<file path="src/rtl/microstepper_pkg.sv">
// rtl/microstepper_pkg.sv - shared widths, bridge indices and channel state helper
package microstepper_pkg;

  localparam int OFFTIMER_W   = 10;
  localparam int BLANKTIMER_W = 8;
  localparam int MINONTIMER_W = 8;
  localparam int PHASE_W      = 8;

  localparam int BRIDGE_A = 0;
  localparam int BRIDGE_B = 1;

  typedef enum logic [1:0] {
    CH_ON,
    CH_BLANK,
    CH_OFF
  } chan_state_e;

  // Channel state is implied by the timers themselves; no separate register.
  function automatic chan_state_e chan_state(input logic [OFFTIMER_W-1:0]   off,
                                             input logic [BLANKTIMER_W-1:0] blank);
    if (off != '0)   return CH_OFF;
    if (blank != '0) return CH_BLANK;
    return CH_ON;
  endfunction

endpackage

</file>
<file path="src/rtl/microstepper_chopper_timers_if.sv">
// rtl/microstepper_chopper_timers_if.sv - control-stage side bundle for the chopper timers
interface microstepper_chopper_timers_if;
  import microstepper_pkg::*;

  logic                    enable;
  logic [PHASE_W-1:0]      phase_ct;
  logic                    offtimer_en0;
  logic                    offtimer_en1;
  logic [OFFTIMER_W-1:0]   config_offtime;
  logic [BLANKTIMER_W-1:0] config_blanktime;
  logic [MINONTIMER_W-1:0] config_minimum_on_time;
  logic [OFFTIMER_W-1:0]   off_timer0;
  logic [OFFTIMER_W-1:0]   off_timer1;
  logic [BLANKTIMER_W-1:0] blank_timer0;
  logic [BLANKTIMER_W-1:0] blank_timer1;
  logic [MINONTIMER_W-1:0] minimum_on_timer0;
  logic [MINONTIMER_W-1:0] minimum_on_timer1;

  modport master (
    output enable, phase_ct, offtimer_en0, offtimer_en1,
           config_offtime, config_blanktime, config_minimum_on_time,
    input  off_timer0, off_timer1, blank_timer0, blank_timer1,
           minimum_on_timer0, minimum_on_timer1
  );

  modport slave (
    input  enable, phase_ct, offtimer_en0, offtimer_en1,
           config_offtime, config_blanktime, config_minimum_on_time,
    output off_timer0, off_timer1, blank_timer0, blank_timer1,
           minimum_on_timer0, minimum_on_timer1
  );

endinterface

</file>
<file path="src/rtl/chopper_timer_channel.sv">
// rtl/chopper_timer_channel.sv - off/blank/minimum-on countdowns for one bridge
module chopper_timer_channel
  import microstepper_pkg::*;
(
  input  logic                    clk,
  input  logic                    reset,
  input  logic                    tick_i,
  input  logic                    start_i,
  input  logic                    step_i,
  input  logic                    enable_i,
  input  logic                    enable_rise_i,
  input  logic [OFFTIMER_W-1:0]   cfg_offtime_i,
  input  logic [BLANKTIMER_W-1:0] cfg_blanktime_i,
  input  logic [MINONTIMER_W-1:0] cfg_minimum_on_time_i,
  output logic [OFFTIMER_W-1:0]   off_timer_o,
  output logic [BLANKTIMER_W-1:0] blank_timer_o,
  output logic [MINONTIMER_W-1:0] minimum_on_timer_o
);

  logic [OFFTIMER_W-1:0]   off_q,   off_d;
  logic [BLANKTIMER_W-1:0] blank_q, blank_d;
  logic [MINONTIMER_W-1:0] minon_q, minon_d;
  logic                    decay;
  logic                    expire;
  logic                    start_ok;

  assign decay    = (chan_state(off_q, blank_q) == CH_OFF);
  assign expire   = tick_i && (off_q == OFFTIMER_W'(1));
  assign start_ok = start_i && !decay;

  // Priority: disable > expiry (or zero-length start) > off load > blank reload.
  always_comb begin
    off_d   = off_q;
    blank_d = blank_q;
    minon_d = minon_q;
    if (tick_i && off_q != '0)   off_d   = off_q - 1'b1;
    if (tick_i && blank_q != '0) blank_d = blank_q - 1'b1;
    if (tick_i && minon_q != '0) minon_d = minon_q - 1'b1;
    if (!enable_i) begin
      off_d   = '0;
      blank_d = '0;
      minon_d = '0;
    end else if (expire || (start_ok && cfg_offtime_i == '0)) begin
      off_d   = '0;
      blank_d = cfg_blanktime_i;
      minon_d = cfg_minimum_on_time_i;
    end else if (start_ok) begin
      off_d = cfg_offtime_i;
    end else if (enable_rise_i || (step_i && !decay)) begin
      blank_d = cfg_blanktime_i;
    end
  end

  always_ff @(posedge clk) begin
    if (reset) begin
      off_q   <= '0;
      blank_q <= '0;
      minon_q <= '0;
    end else begin
      off_q   <= off_d;
      blank_q <= blank_d;
      minon_q <= minon_d;
    end
  end

  assign off_timer_o        = off_q;
  assign blank_timer_o      = blank_q;
  assign minimum_on_timer_o = minon_q;

endmodule

</file>
<file path="src/rtl/microstepper_chopper_timers.sv">
// rtl/microstepper_chopper_timers.sv - shared prescaler, step and enable-edge detect for two chopper channels
module microstepper_chopper_timers
  import microstepper_pkg::*;
#(
  parameter int TICK_DIV = 1
) (
  input logic                          clk,
  input logic                          reset,
  microstepper_chopper_timers_if.slave bus
);

  localparam int PRESC_W = 10;

  logic [PRESC_W-1:0]      presc_q, presc_d;
  logic [PHASE_W-1:0]      phase_q;
  logic                    phase_vld_q;
  logic                    enable_q;
  logic                    tick;
  logic                    step;
  logic                    enable_rise;
  logic [1:0]              start;
  logic [OFFTIMER_W-1:0]   off_t   [2];
  logic [BLANKTIMER_W-1:0] blank_t [2];
  logic [MINONTIMER_W-1:0] minon_t [2];

  assign tick = (presc_q == PRESC_W'(TICK_DIV - 1));

  always_comb begin
    presc_d = presc_q + 1'b1;
    if (tick) presc_d = '0;
  end

  // Prescaler and phase history keep running while disabled.
  always_ff @(posedge clk) begin
    if (reset) begin
      presc_q     <= '0;
      phase_q     <= '0;
      phase_vld_q <= 1'b0;
      enable_q    <= 1'b0;
    end else begin
      presc_q     <= presc_d;
      phase_q     <= bus.phase_ct;
      phase_vld_q <= 1'b1;
      enable_q    <= bus.enable;
    end
  end

  assign step        = phase_vld_q && (bus.phase_ct != phase_q);
  assign enable_rise = bus.enable && !enable_q;

  assign start[BRIDGE_A] = bus.offtimer_en0;
  assign start[BRIDGE_B] = bus.offtimer_en1;

  for (genvar g = 0; g < 2; g++) begin : g_ch
    chopper_timer_channel u_ch (
      .clk                   (clk),
      .reset                 (reset),
      .tick_i                (tick),
      .start_i               (start[g]),
      .step_i                (step),
      .enable_i              (bus.enable),
      .enable_rise_i         (enable_rise),
      .cfg_offtime_i         (bus.config_offtime),
      .cfg_blanktime_i       (bus.config_blanktime),
      .cfg_minimum_on_time_i (bus.config_minimum_on_time),
      .off_timer_o           (off_t[g]),
      .blank_timer_o         (blank_t[g]),
      .minimum_on_timer_o    (minon_t[g])
    );
  end

  assign bus.off_timer0        = off_t[BRIDGE_A];
  assign bus.off_timer1        = off_t[BRIDGE_B];
  assign bus.blank_timer0      = blank_t[BRIDGE_A];
  assign bus.blank_timer1      = blank_t[BRIDGE_B];
  assign bus.minimum_on_timer0 = minon_t[BRIDGE_A];
  assign bus.minimum_on_timer1 = minon_t[BRIDGE_B];

endmodule

</file>
<file path="src/flat_wrapper.sv">
// flat-port wrapper written by rule: the top's interface ports become plain ports
module microstepper_chopper_timers_flat import microstepper_pkg::*;
#(
  parameter int TICK_DIV = 1
)
  (clk, reset, bus_enable, bus_phase_ct, bus_offtimer_en0, bus_offtimer_en1, bus_config_offtime, bus_config_blanktime, bus_config_minimum_on_time, bus_off_timer0, bus_off_timer1, bus_blank_timer0, bus_blank_timer1, bus_minimum_on_timer0, bus_minimum_on_timer1);
  microstepper_chopper_timers_if bus_i ();
  input logic clk;
  input logic reset;
  input wire logic [$bits(bus_i.enable)-1:0] bus_enable;
  input wire logic [$bits(bus_i.phase_ct)-1:0] bus_phase_ct;
  input wire logic [$bits(bus_i.offtimer_en0)-1:0] bus_offtimer_en0;
  input wire logic [$bits(bus_i.offtimer_en1)-1:0] bus_offtimer_en1;
  input wire logic [$bits(bus_i.config_offtime)-1:0] bus_config_offtime;
  input wire logic [$bits(bus_i.config_blanktime)-1:0] bus_config_blanktime;
  input wire logic [$bits(bus_i.config_minimum_on_time)-1:0] bus_config_minimum_on_time;
  output wire logic [$bits(bus_i.off_timer0)-1:0] bus_off_timer0;
  output wire logic [$bits(bus_i.off_timer1)-1:0] bus_off_timer1;
  output wire logic [$bits(bus_i.blank_timer0)-1:0] bus_blank_timer0;
  output wire logic [$bits(bus_i.blank_timer1)-1:0] bus_blank_timer1;
  output wire logic [$bits(bus_i.minimum_on_timer0)-1:0] bus_minimum_on_timer0;
  output wire logic [$bits(bus_i.minimum_on_timer1)-1:0] bus_minimum_on_timer1;
  assign bus_i.enable = bus_enable;
  assign bus_i.phase_ct = bus_phase_ct;
  assign bus_i.offtimer_en0 = bus_offtimer_en0;
  assign bus_i.offtimer_en1 = bus_offtimer_en1;
  assign bus_i.config_offtime = bus_config_offtime;
  assign bus_i.config_blanktime = bus_config_blanktime;
  assign bus_i.config_minimum_on_time = bus_config_minimum_on_time;
  assign bus_off_timer0 = bus_i.off_timer0;
  assign bus_off_timer1 = bus_i.off_timer1;
  assign bus_blank_timer0 = bus_i.blank_timer0;
  assign bus_blank_timer1 = bus_i.blank_timer1;
  assign bus_minimum_on_timer0 = bus_i.minimum_on_timer0;
  assign bus_minimum_on_timer1 = bus_i.minimum_on_timer1;
  microstepper_chopper_timers #(.TICK_DIV(TICK_DIV)) u_core (.clk(clk), .reset(reset), .bus(bus_i));
endmodule
</file>
<file path="config.mk">
export PLATFORM = sky130hd
export DESIGN_NAME = microstepper_chopper_timers_flat
export DESIGN_NICKNAME = d
export VERILOG_FILES = /design/src/rtl/microstepper_pkg.sv /design/src/rtl/microstepper_chopper_timers_if.sv /design/src/rtl/chopper_timer_channel.sv /design/src/rtl/microstepper_chopper_timers.sv /design/src/flat_wrapper.sv
export SDC_FILE = /design/constraint.sdc
export NUM_CORES = 1
export LEC_CHECK = 0
export CAP_MARGIN = 0
export CORE_MARGIN = 2
export CORE_UTILIZATION = 40
export CTS_BUF_LIST = sky130_fd_sc_hd__clkbuf_8
export CTS_CLUSTER_SIZE = 14
export DETAILED_ROUTE_END_ITERATION = 6
export GPL_ROUTABILITY_DRIVEN = 0
export PLACE_DENSITY = 0.76
export SLEW_MARGIN = 20
export SYNTH_ARGS = -nofsm -noshare
export SYNTH_HDL_FRONTEND = slang
export SYNTH_SLANG_ARGS = --single-unit
</file>
<file path="constraint.sdc">
create_clock -name clk -period 2.1 [get_ports clk]
set_input_delay 0.42 -clock clk [delete_from_list [all_inputs] [get_ports clk]]
set_output_delay 0.42 -clock clk [all_outputs]
set_load 0.005 [all_outputs]
</file>
==> parameters.txt <==
Parameter                              Value

Run status
  Run status ... complete, no violations

Logic synthesis
  Ys async rst share ... 0
  Area contributors post-synth ... sky130_fd_sc_hd__dfxtp_1 (37%), sky130_fd_sc_hd__nand2_1 (5.6%), sky130_fd_sc_hd__nor2_1 (5.2%), sky130_fd_sc_hd__xor2_1 (5.0%), sky130_fd_sc_hd__mux2i_1 (4.7%)
  Synthesized instance count ... 470
  Yosys top cell by area ... sky130_fd_sc_hd__dfxtp_1
  Synthesized netlist net count ... ~520
  Cell area after synthesis ... approximately 3900 sq um
  Predominant post-synthesis flop cell ... sky130_fd_sc_hd__dfxtp_1
  Top-area cell type share of the netlist area ... 0.374
  Syn_area_per_cell ... ~8 sq um
  Total of warnings raised by yosys ... 0
  #FFs+latches synth ... around 70
  Number of flops mapped to enable cells by yosys ... 0
  Count of distinct cell types in the synthesized netlist ... 49
  Proportion of synthesized chip area in sequential cells ... 0.374

Setup path
  Required arrival time at the worst endpoint ... between 2000 and 2500 ps
  R2r startpoint ... u_core.g_ch[0].u_ch.off_timer_o[2]
  Worst-path fanout max ... 8
  Category of the critical setup timing path ... flip-flop to flip-flop
  Critical path arrival ... between 2000 and 2500 ps
  Type of origin of the critical path ... flip-flop
  Crit path capture type ... flip-flop
  Number of cells traversed by the worst register-to-register path ... 7
  Endpoint of the worst-slack reg-to-reg timing path ... u_core.g_ch[0].u_ch.blank_timer_o[0]
  Reg2Reg Setup Slack ... around 57 ps

Floorplan
  Vertical die dimension ... 102 um
  I/O Pins ... 91
  Num rows ... 35
  Area of the placeable core ... about 9300 sq um
  DIE AREA ... roughly 10000 sq um
  DIE WIDTH ... a little over 100 um
  Initial Utilization ... 0.415

Worst hold path
  Worst Hold Path Cells ... 2
  Hold-critical path endpoint ... u_core.presc_q[9]
  Class of the worst hold path ... flip-flop to flip-flop
  Beginning of the worst hold path ... u_core.presc_q[9]

Layout
  Layout Cell Area excl Fill ... between 5000 and 6000 sq um
  Net count of the finished layout ... around 660
  Fill cell count ... 820
  Fraction of layout cells with a size suffix above 1 ... 0.145
  Area growth, synth to finish ... 43.8%
  Core Util, Final ... 0.597
  ANT cells ... 0

STA
  Unrepaired setup endpoints after global routing ... yes
  Final-report setup violation count ... 0
  Worst Max-Slew Pin Slew ... 505 ps
  Number of hold violations in the final report ... 0
  Final Hold Slack ... approximately 490 ps
  Timing-limited maximum frequency ... between 0.4 and 0.5 GHz
  Final clock skew ... 9.61 ps
  Min Tclk post-route ... around 2000 ps
  Final worst path period share ... 0.973
  Final Max Tran Viols ... 0
  Max_slew headroom ... 0.660

Power and ir drop
  Net switching power figure ... approximately 4.0 mW
  Fraction of power consumed by the clock network ... 0.112
  Reported leakage power ... ~2.2 nW
  Power density relative to cell area ... about 1700 nW/um^2
  Internal power ... 5.45 mW
  Share of power burned in combinational logic ... 0.656
  Total Power ... 9.41 mW
  Share of total power consumed by net switching ... 0.421
  Portion of total power attributed to sequential cells ... 0.232
  Worst-case vdd ir drop ... 0.785 mV

GRT
  Aggregate global-route resource usage ... 0.209
  Number of antenna violations at the first check in global routing ... 0
  Busiest grt layer ... met2
  Global-route track usage on met2 ... 0.350
  Met1 track demand over resource in global routing ... 0.262
  Global-route wire length before repair ... 17300 um
  Overflow left after global routing ... 0
  Maximum number of pins on one net before global-route repair ... 25
  Vias in the first global route ... 3800
  Met3 track demand over resource in global routing ... 0.0492

Placement
  Dpl cell area ... 5230 sq um
  HPWL after detailed placement ... a little over 8000 um
  # port buffers ... 90

CTS
  Clock root cell ... sky130_fd_sc_hd__clkbuf_8
  Number of H-tree levels ... 3
  TritonCTS clock tree ... yes
  Clock insertion delay at the later pin of the skew report ... between 300 and 400 ps
  Clock slew at the register clock pins of the worst setup and hold paths ... 80 ps
  CTS sink cnt ... 72
  Num CTS Buffers ... 9
  Bufs on Longest Clock Path ... 2

Drt
  Wire length per cell ... between 10 and 15 um
  Residual DRC ... 0
  Number of routed nets with antenna violations ... 0
  Routed via count divided by cell count ... 5.23
  Routed via count ... between 3000 and 4000
  Detailed router's first-iteration violation count ... 110
  Initial DRT Pass Iterations ... 4
  Post-detailed-routing wire length ... between 10000 and 15000 um

Run
  Max-capacitance violation count ... 0
## layout make-up
type,instances,area (sq um),share of cell area
inverter,21,78.8,0.0142
sequential,72,1440,0.260
multi-input combinational,364,2360,0.426
tap,129,161,0.0291
clock buffer,13,179,0.0323
clock inverter,3,16.3,0.00294
timing repair buffer,135,1310,0.235
## worst max-delay path, stage by stage, from the launching register on
cell	delay [ps]
sky130_fd_sc_hd__dfxtp_2	320
sky130_fd_sc_hd__or4_4	550
sky130_fd_sc_hd__nor3_4	160
sky130_fd_sc_hd__and4_4	260
sky130_fd_sc_hd__nor3_1	50
sky130_fd_sc_hd__or2_1	260
sky130_fd_sc_hd__buf_12	160
sky130_fd_sc_hd__mux2i_2	150
## cell usage after synthesis (all sizes together), types with 6 or more instances
cell type,number
a31oi,6
ha,14
nand2,57
nand3,15
nand4,11
clkbuf,9
nor4,13
xnor2,18
a21oi,34
xor2,22
nand4b,7
mux2i,18
o21ai,20
nor3,16
nor2,53
dfxtp,72
nor2b,13
inv,21
## worst max-delay path by stage
stage                                              start                                         to  slack (ps)  depth (start not counted)
CTS                 u_core.g_ch[0].u_ch.blank_timer_o[2]       u_core.g_ch[0].u_ch.blank_timer_o[1]          30                          6
global route        u_core.g_ch[0].u_ch.blank_timer_o[2]       u_core.g_ch[0].u_ch.blank_timer_o[4]         -50                          6
global placement                         bus_phase_ct[7]       u_core.g_ch[0].u_ch.blank_timer_o[1]        -210                          8
finish                u_core.g_ch[0].u_ch.off_timer_o[2]       u_core.g_ch[0].u_ch.blank_timer_o[0]          60                          7
floorplan                              u_core.presc_q[0]  u_core.g_ch[0].u_ch.minimum_on_timer_o[1]          50                         11
detailed placement                       bus_phase_ct[7]       u_core.g_ch[0].u_ch.blank_timer_o[0]        -240                          8
## power by group through the flow
| stage | Clock, mW | Combinational, mW | Sequential, mW |
|---|---|---|---|
| after global placement | 0 | 5.69 | 2.18 |
| final | 1.06 | 6.18 | 2.18 |
| after global routing | 1.15 | 6.82 | 2.24 |
| after floorplan | 0 | 3.86 | 2.18 |
| after detailed placement | 0 | 5.85 | 2.18 |
| after CTS | 1.08 | 5.94 | 2.16 |
## placed cells by master, fill, tap and decap left out, drive strengths merged, types with 4 or more instances in the layout
| cell | count |
|---|---|
| buf | 45 |
| a211oi | 5 |
| a21oi | 34 |
| xnor2 | 18 |
| xor2 | 22 |
| nand3 | 15 |
| a31oi | 6 |
| inv | 23 |
| a221oi | 5 |
| nor2 | 53 |
| mux2 | 4 |
| dfxtp | 72 |
| o21ai | 20 |
| nor3 | 16 |
| clkdlybuf4s50 | 90 |
| nand4 | 11 |
| and3 | 4 |
| nor2b | 13 |
| nor4 | 13 |
| clkbuf | 13 |
| nand2 | 57 |
| mux2i | 18 |
| ha | 14 |
| nand4b | 7 |
## metal layers
metal | vias to the layer above | share of wire
li1 | 1933 | -
met1 | 1795 | 0.44
met2 | 109 | 0.49
met3 | 19 | 0.058
met4 | 0 | 0.017
met5 | - | 0
## per-stage QoR
step / TNS, ps / worst slack, ps / std cells
after floorplan: 0 / 48.6 / 470
after global placement: -5510 / -210 / 720
final: 0 / 57.3 / 737
after CTS: 0 / 31.4 / 736
after global routing: -143 / -48.1 / 737
after detailed placement: -7980 / -240 / 720
## what timing repair did
item / in CTS / in global routing
hold buffers: 0 / 0
pin swaps: 0 / 4
endpoints found under the hold margin: 0 / 0
gates resized for setup: 2 / 29
buffers inserted: 0 / 1
setup endpoints to repair: 3 / 43
## cell families (layout without fill, tap and decap cells)
logic type,after synthesis,in the layout,synth area share
and+or+nand+nor,203,203,0.261
DFF,72,72,0.374
adders and majority gates,14,14,0.0455
xor gates and xnor gates,40,40,0.0909
muxes,22,22,0.0585
buffers and inverters,34,172,0.0364
AOI/OAI and AO/OA,85,85,0.133
## flip-flops by register name (all words and copies together) (netlist names)
register and flops:
u_core.enable_q 1, u_core.g_ch.u_ch.blank_timer_o 16, u_core.g_ch.u_ch.minimum_on_timer_o 16, u_core.g_ch.u_ch.off_timer_o 20
u_core.phase_q 8, u_core.phase_vld_q 1, u_core.presc_q 10
No activity file was read; power rests on OpenSTA's default activity.
